<file path="config.mk">
export PLATFORM = sky130hd
export DESIGN_NAME = cpu_cycle_timer
export DESIGN_NICKNAME = d
export VERILOG_FILES = /design/src/rtl/cpu_cycle_timer.sv
export SDC_FILE = /design/constraint.sdc
export NUM_CORES = 1
export LEC_CHECK = 0
export CORE_UTILIZATION = 45
export CTS_BUF_LIST = sky130_fd_sc_hd__clkbuf_4
export DETAILED_ROUTE_END_ITERATION = 7
export PLACE_DENSITY_LB_ADDON = 0.1
export SYNTH_ARGS = -nofsm -noshare
export SYNTH_HDL_FRONTEND = slang
export SYNTH_SLANG_ARGS = --single-unit
</file>
<file path="constraint.sdc">
create_clock -name clkin -period 5.7 [get_ports clkin]
set_input_delay 1.14 -clock clkin [delete_from_list [all_inputs] [get_ports clkin]]
set_output_delay 1.14 -clock clkin [all_outputs]
set_load 0.1 [all_outputs]
</file>
<file path="src/rtl/cpu_cycle_timer.sv">
// cpu_cycle_timer: divides clkin into 6502/ANTIC machine cycles and emits
// one-tick clock-enable strobes (phi1/phi2 starts, cycle end, CPU advance),
// applies ANTIC HALT / WSYNC stalls, and tracks the beam position.
// Every output is a flop; strobes are computed from the next tick value so
// they are high during the tick in which the tick counter holds that value.
module cpu_cycle_timer #(
  parameter int DIV             = 16,
  parameter int CYC_PER_LINE    = 114,
  parameter int LINES_PER_FRAME = 262
) (
  input  logic       clkin,
  input  logic       RST,
  input  logic       en,
  input  logic       halt_req,
  input  logic       wsync_req,
  output logic       phi0,
  output logic       phi1_en,
  output logic       phi2_en,
  output logic       cyc_end,
  output logic       cpu_ce,
  output logic       halted,
  output logic [6:0] cycle_cnt,
  output logic [8:0] line_cnt,
  output logic       line_start,
  output logic       frame_start
);

  localparam int TW = $clog2(DIV);
  localparam logic [TW-1:0] T_LAST = TW'(DIV - 1);
  localparam logic [TW-1:0] T_HALF = TW'(DIV / 2);
  localparam logic [6:0]    C_LAST = 7'(CYC_PER_LINE - 1);
  localparam logic [8:0]    L_LAST = 9'(LINES_PER_FRAME - 1);

  // run is low from reset until the first enabled edge; that edge enters
  // tick 0 rather than advancing, so the first running tick is t = 0.
  logic          run;
  logic [TW-1:0] t;
  logic          wsync_pend;

  logic          cyc_last;
  logic          line_last;
  logic [TW-1:0] t_next;
  logic [6:0]    cycle_next;
  logic [8:0]    line_next;
  logic          pend_next;
  logic          halted_next;

  // Next-state values for the edge that ends the current tick.
  always_comb begin
    cyc_last    = run && (t == T_LAST);
    line_last   = cyc_last && (cycle_cnt == C_LAST);
    t_next      = '0;
    if (run && (t != T_LAST)) begin
      t_next = t + TW'(1);
    end
    cycle_next  = cycle_cnt;
    if (cyc_last) begin
      cycle_next = (cycle_cnt == C_LAST) ? 7'd0 : cycle_cnt + 7'd1;
    end
    line_next   = line_cnt;
    if (line_last) begin
      line_next = (line_cnt == L_LAST) ? 9'd0 : line_cnt + 9'd1;
    end
    // A WSYNC write on the line-wrap edge re-arms the stall for the next line.
    pend_next   = wsync_req | (wsync_pend & ~line_last);
    halted_next = cyc_last ? (halt_req | pend_next) : halted;
  end

  // State and registered outputs; en low freezes state and silences strobes.
  always_ff @(posedge clkin) begin
    if (RST) begin
      run         <= 1'b0;
      t           <= '0;
      wsync_pend  <= 1'b0;
      halted      <= 1'b0;
      cycle_cnt   <= '0;
      line_cnt    <= '0;
      phi0        <= 1'b0;
      phi1_en     <= 1'b0;
      phi2_en     <= 1'b0;
      cyc_end     <= 1'b0;
      cpu_ce      <= 1'b0;
      line_start  <= 1'b0;
      frame_start <= 1'b0;
    end else if (en) begin
      run         <= 1'b1;
      t           <= t_next;
      wsync_pend  <= pend_next;
      halted      <= halted_next;
      cycle_cnt   <= cycle_next;
      line_cnt    <= line_next;
      phi0        <= (t_next >= T_HALF);
      phi1_en     <= (t_next == '0);
      phi2_en     <= (t_next == T_HALF);
      cyc_end     <= (t_next == T_LAST);
      // halted cannot change on an edge entering the last tick, so the
      // current value is the one that applies to this cycle.
      cpu_ce      <= (t_next == T_LAST) & ~halted;
      line_start  <= (t_next == '0) && (cycle_next == 7'd0);
      frame_start <= (t_next == '0) && (cycle_next == 7'd0) && (line_next == 9'd0);
    end else begin
      phi1_en     <= 1'b0;
      phi2_en     <= 1'b0;
      cyc_end     <= 1'b0;
      cpu_ce      <= 1'b0;
      line_start  <= 1'b0;
      frame_start <= 1'b0;
    end
  end

endmodule

</file>
# Word level (Yosys, flattened, before mapping)
# Index checks and enable logic that the tools add are counted.
totals:
  ff_bits: 30
  latch_bits: 0
  ram_bits: 0
  rom_bits: 0
  inputBits: 5
  output_inout_bits: 24
  elab_cells: 45
  mem_count: 0
classes:
  add_sub_neg: 3
  multipliers: 0
  div: 0
  magnitude_cmp: 1
  eq_ne: 6
  shifts: 0
  n_mux: 5
  n_bitwise: 7
  n_reduce_logical: 10
op_table:
  columns: ["cell", "count"]
  rows:
  - ["$mux 9", 2]
  - ["$mux 7", 2]
  - ["$eq 4x4->1 const B", 3]
  - ["$add 9x1->9 const B", 1]
  - ["$eq 9x9->1 const B", 1]
  - ["$logic_not 9->1", 1]
  - ["$add 7x1->7 const B", 1]
  - ["$eq 7x7->1 const B", 1]
  - ["$logic_not 7->1", 1]
  - ["$logic_and 1x1->1", 5]
  - ["$add 4x1->4 const B", 1]
  - ["$ge 4x4->1 const B", 1]
  - ["$logic_not 4->1", 1]
  - ["$mux 4", 1]
  - ["$ne 4x4->1 const B", 1]
  - ["$not 1->1", 3]
  - ["$and 1x1->1", 2]
  - ["$or 1x1->1", 2]
  - ["$reduce_and 2->1", 1]
  - ["$reduce_or 2->1", 1]

# Depth between registers and ports, before layout
depth:
  word_depth: 7
  ltp_mapped: 9

# Worst setup path before layout
# Ideal clock, no wire load.
synth_path:
  path_type: "register -> register"
  from: "register cycle_cnt[0]"
  to: "register frame_start"
  arrival_ps: 2614
  required_time_ps: 5613
  slack_ps: 2999
  stages_incl_launch_ff: 8
  synth_period_minus_slack_ps: 2701
  path_cell_list: "dfxtp_1 -> ha_1 -> nand4bb_4 -> or2_1 -> nor4_2 -> xnor2_1 -> a21oi_1 -> nor4b_2"
synth_between:
  elab_chain_len: 6
  elab_cells_between_ends: 10
  classes_between: "1 x add/sub; 1 x eq/ne; 3 x mux; 5 x reduce/logical"
synth_rtl:
  columns: ["item", "line_no", "text"]
  rows:
  - ["start, declared", "22", "output logic [6:0] cycle_cnt,"]
  - ["start signal, assigned", "90", "cycle_cnt <= cycle_next;"]
  - ["$add 7x1->7 / $eq 7x7->1 (equally long branches)", "58, 51", null]
  - ["$mux 7", "58", "cycle_next = (cycle_cnt == C_LAST) ? 7'd0 : cycle_cnt + 7'd1;"]
  - ["$mux 7", "57", "if (cyc_last) begin"]
  - ["$logic_not 7->1", "100", "frame_start <= (t_next == '0) && (cycle_next == 7'd0) && (line_next == 9'd0);"]
  - ["$logic_and 1x1->1", "100", null]
  - ["$logic_and 1x1->1 *", "100", null]
  - ["end signal, assigned", "100", null]
  - ["end, declared", "25", "output logic frame_start"]
# Every way passes the cells marked *; elsewhere a longest branch is shown, timed or not.
# A chain may end at the register's enable or synchronous reset.

# Worst setup path after layout
layout_path:
  from: "register line_cnt[4]"
  to: "output port line_cnt[4]"
layout_rtl:
  columns: ["item", "line_no", "text"]
  rows:
  - ["start, declared", "23", "output logic [8:0] line_cnt,"]
  - ["start signal, assigned", "91", "line_cnt <= line_next;"]
# No word-level cell between the ends.

==> impl_metrics.py <==
metrics = {
    "logic_synthesis": {
        "syn_avg_cell_area_um2": 8.34,
        "syn_nets": 210,
        "synth.distinct_cells": 44,
        "async_flop_share": 0,
        "synth_seq_area_share": 0.360,
        "synth_edf_count": 0,
        "synth_flop_cell": "dfxtp_1",
        "synth_warnings": 0,
        "syn_area_um2": 1670,
        "syn-instance-count": 200,
        "ys_seq_elements": 30,
    },
    "status": {
        "status": "finished clean",
    },
    "min_path": {
        "worstHoldPathType": "reg -> reg",
        "hp-start": "phi0$_SDFFE_PP0P_",
    },
    "timing": {
        "min_period_ps": 3310,
        "max_slew_margin": 0.350,
        "finalClockSkew_ps": 9.78,
        "period_share": 0.580,
        "max_freq_mhz": 302,
        "setup_viol": 0,
        "hold_violations": 0,
        "slew_viol_final": 0,
        "tightest_slew_ps": 972,
        "rsz0062_at_grt": "false",
        "setup_tns_ps": 0,
    },
    "clock_tree": {
        "cts_inserted_buffers": 5,
        "hold_buffers": 0,
        "clk_pin_slew_worst_paths_ps": 90,
        "clkLatencyLatePin_ps": 330,
        "clk_path_buf_depth": 2,
        "cts_sinks": 30,
        "post_cts_resized": 0,
        "cts_tree": "built",
        "clockRootBuffer": "clkbuf_4",
        "cts_setup_buffers": 0,
        "htreeDepth": 2,
    },
    "grt": {
        "grt_first_pass_wirelength_um": 6380,
        "antenna_found_initial": 0,
        "grt.overflow.total": 0,
        "grt_use_total": 0.203,
        "grt_pass1_vias": 1429,
        "grt_max_degree": 25,
    },
    "drt": {
        "drt_iter0_markers": 163,
        "via_count": 1544,
        "ant_nets": 0,
        "routed_wirelength_um": 3780,
        "routed_via_density": 5.68,
        "wl_per_cell_um": 13.9,
        "first_pass_iters": 4,
        "drc": 0,
    },
    "worst_setup_path": {
        "cp_max_fo": 12,
        "path_depth": 1,
        "regToRegEndpoint": "frame_start$_SDFF_PP0_",
        "timing.critical_path.arrival_ps": 2170,
        "slowest_stage": "clkdlybuf4s50_1",
        "cp_top_family": "buffers and inverters",
        "worstSetupPathType": "reg -> out",
        "crit_required_ps": 4560,
        "cp_slowest_stage_delay_ps": 1230,
        "critPathCapture": "line_cnt[4]",
        "r2r_setup_slack_ps": 3300,
        "r2r_cells": 7,
        "rr_startpoint": "t[0]$_SDFFE_PP0P_",
        "crit_chain": "clkdlybuf4s50_1",
        "crit_buf_inv": 1,
        "cp-end-kind": "output pin",
        "critPathLaunch": "line_cnt[4]$_SDFFE_PP0P_",
        "worst_setup_path_start_kind": "flip-flop",
    },
    "job": {
        "maxCapViolations": 0,
    },
    "finish": {
        "num-nets-final": 235,
        "final_cell_mix": "dfxtp_1, clkdlybuf4s50_1, a21oi_1",
        "fillers": 347,
        "antenna_cells": 0,
        "syn_to_final_growth_pct": 20.4,
        "postLayoutCoreUtil": 0.583,
        "regArea_um2": 601,
        "drive_above_1_share": 0.0752,
        "multi_input_area_um2": 997,
        "layout_commonest_cell": "dfxtp_1",
    },
    "placed_design": {
        "place_congestion": 0.871,
        "portBuffers": 28,
        "place_hpwl_um": 2730,
    },
    "power_and_ir_drop": {
        "p_per_area_nw_per_um2": 196,
        "ir_drop_uv": 90.9,
        "p_leak_uw": 0.000654,
    },
    "die": {
        "rows": 21,
        "dieArea_um2": 3950,
        "die_h_um": 62.9,
        "dieWidth_um": 62.9,
        "num_io_pins": 29,
        "core_um2": 3440,
        "start_util": 0.485,
    },
}
-- synthesized netlist by cell type (all sizes together) (2+ instances only) --
master  instances  share of area
nor3b           3          0.014
buf             6          0.021
nor3            7          0.021
nand2          19          0.044
ha              5          0.038
inv             5          0.011
a211oi          5          0.023
a21oi          21          0.063
xor2            2          0.011
nand3b          4          0.018
a31oi           3          0.011
o21ai          12          0.036
nand3           7          0.021
nand2b          3          0.011
or3             7          0.026
dfxtp          30           0.36
xnor2           7          0.037
nand4           5          0.028
clkbuf          4         0.0097
nor2           19          0.043
nor4            8          0.052
and3            3          0.011
-- layout make-up --
cell class / instances / area share
clock buffer: 6 / 0.0224
clock inverter: 2 / 0.00436
inverter: 5 / 0.00935
multi-input combinational: 155 / 0.497
sequential: 30 / 0.299
tap: 46 / 0.0287
timing repair buffer: 28 / 0.140
-- worst min path at each step --
stage	to	slack, ps	depth (start not counted)
6_report	phi0$_SDFFE_PP0P_	450	2
5_1_grt	cpu_ce$_SDFF_PP0_	500	1
4_1_cts	phi0$_SDFFE_PP0P_	460	2
3_5_place_dp	phi0$_SDFFE_PP0P_	440	2
3_3_place_gp	phi0$_SDFFE_PP0P_	450	2
2_1_floorplan	wsync_pend$_SDFFE_PP0P_	460	2
-- routing by layer --
metal	GRT usage	vias up	wire length, um
met5	0	-	0
met1	0.265	712	1860
met4	0.0930	0	47
li1	-	785	-
met3	0.0474	5	140
met2	0.313	42	1730
-- power by group --
part | switching (uW) | internal [uW] | total, uW
Combinational | 34.9 | 14.3 | 49.2
Sequential | 5.45 | 214 | 219
Clock | 73.2 | 51.0 | 124
-- cells by family (layout without fill, tap and decap cells) --
| family | after synthesis | after routing | share of synthesized area |
|---|---|---|---|
| DFF | 30 | 30 | 0.360 |
| and+or+nand+nor | 92 | 92 | 0.338 |
| buffers and inverters | 15 | 41 | 0.0420 |
| xor gates and xnor gates | 9 | 9 | 0.0473 |
| adders and majority gates | 5 | 5 | 0.0375 |
| AOI/OAI and AO/OA | 49 | 49 | 0.175 |
-- stage by stage --
step | cell area [um2] | hold slack [ps] | instances | setup slack, ps | power, uW
after floorplan | 1670 | 461 | 200 | 3000 | 260
after global placement | 1950 | 453 | 264 | 2550 | 273
after detailed placement | 1950 | 444 | 264 | 2490 | 273
after CTS | 2010 | 457 | 272 | 2400 | 397
after global routing | 2010 | 504 | 272 | 2310 | 412
final | 2010 | 451 | 272 | 2390 | 393
-- flip-flops by register name, indices dropped and copies added, names as in the netlist --
signal and flops:
line_cnt 9, cycle_cnt 7, t 4, cpu_ce 1, cyc_end 1, frame_start 1
halted 1, line_start 1, phi0 1, phi1_en 1, phi2_en 1, run 1
wsync_pend 1
(Power assumes the default switching activity.)
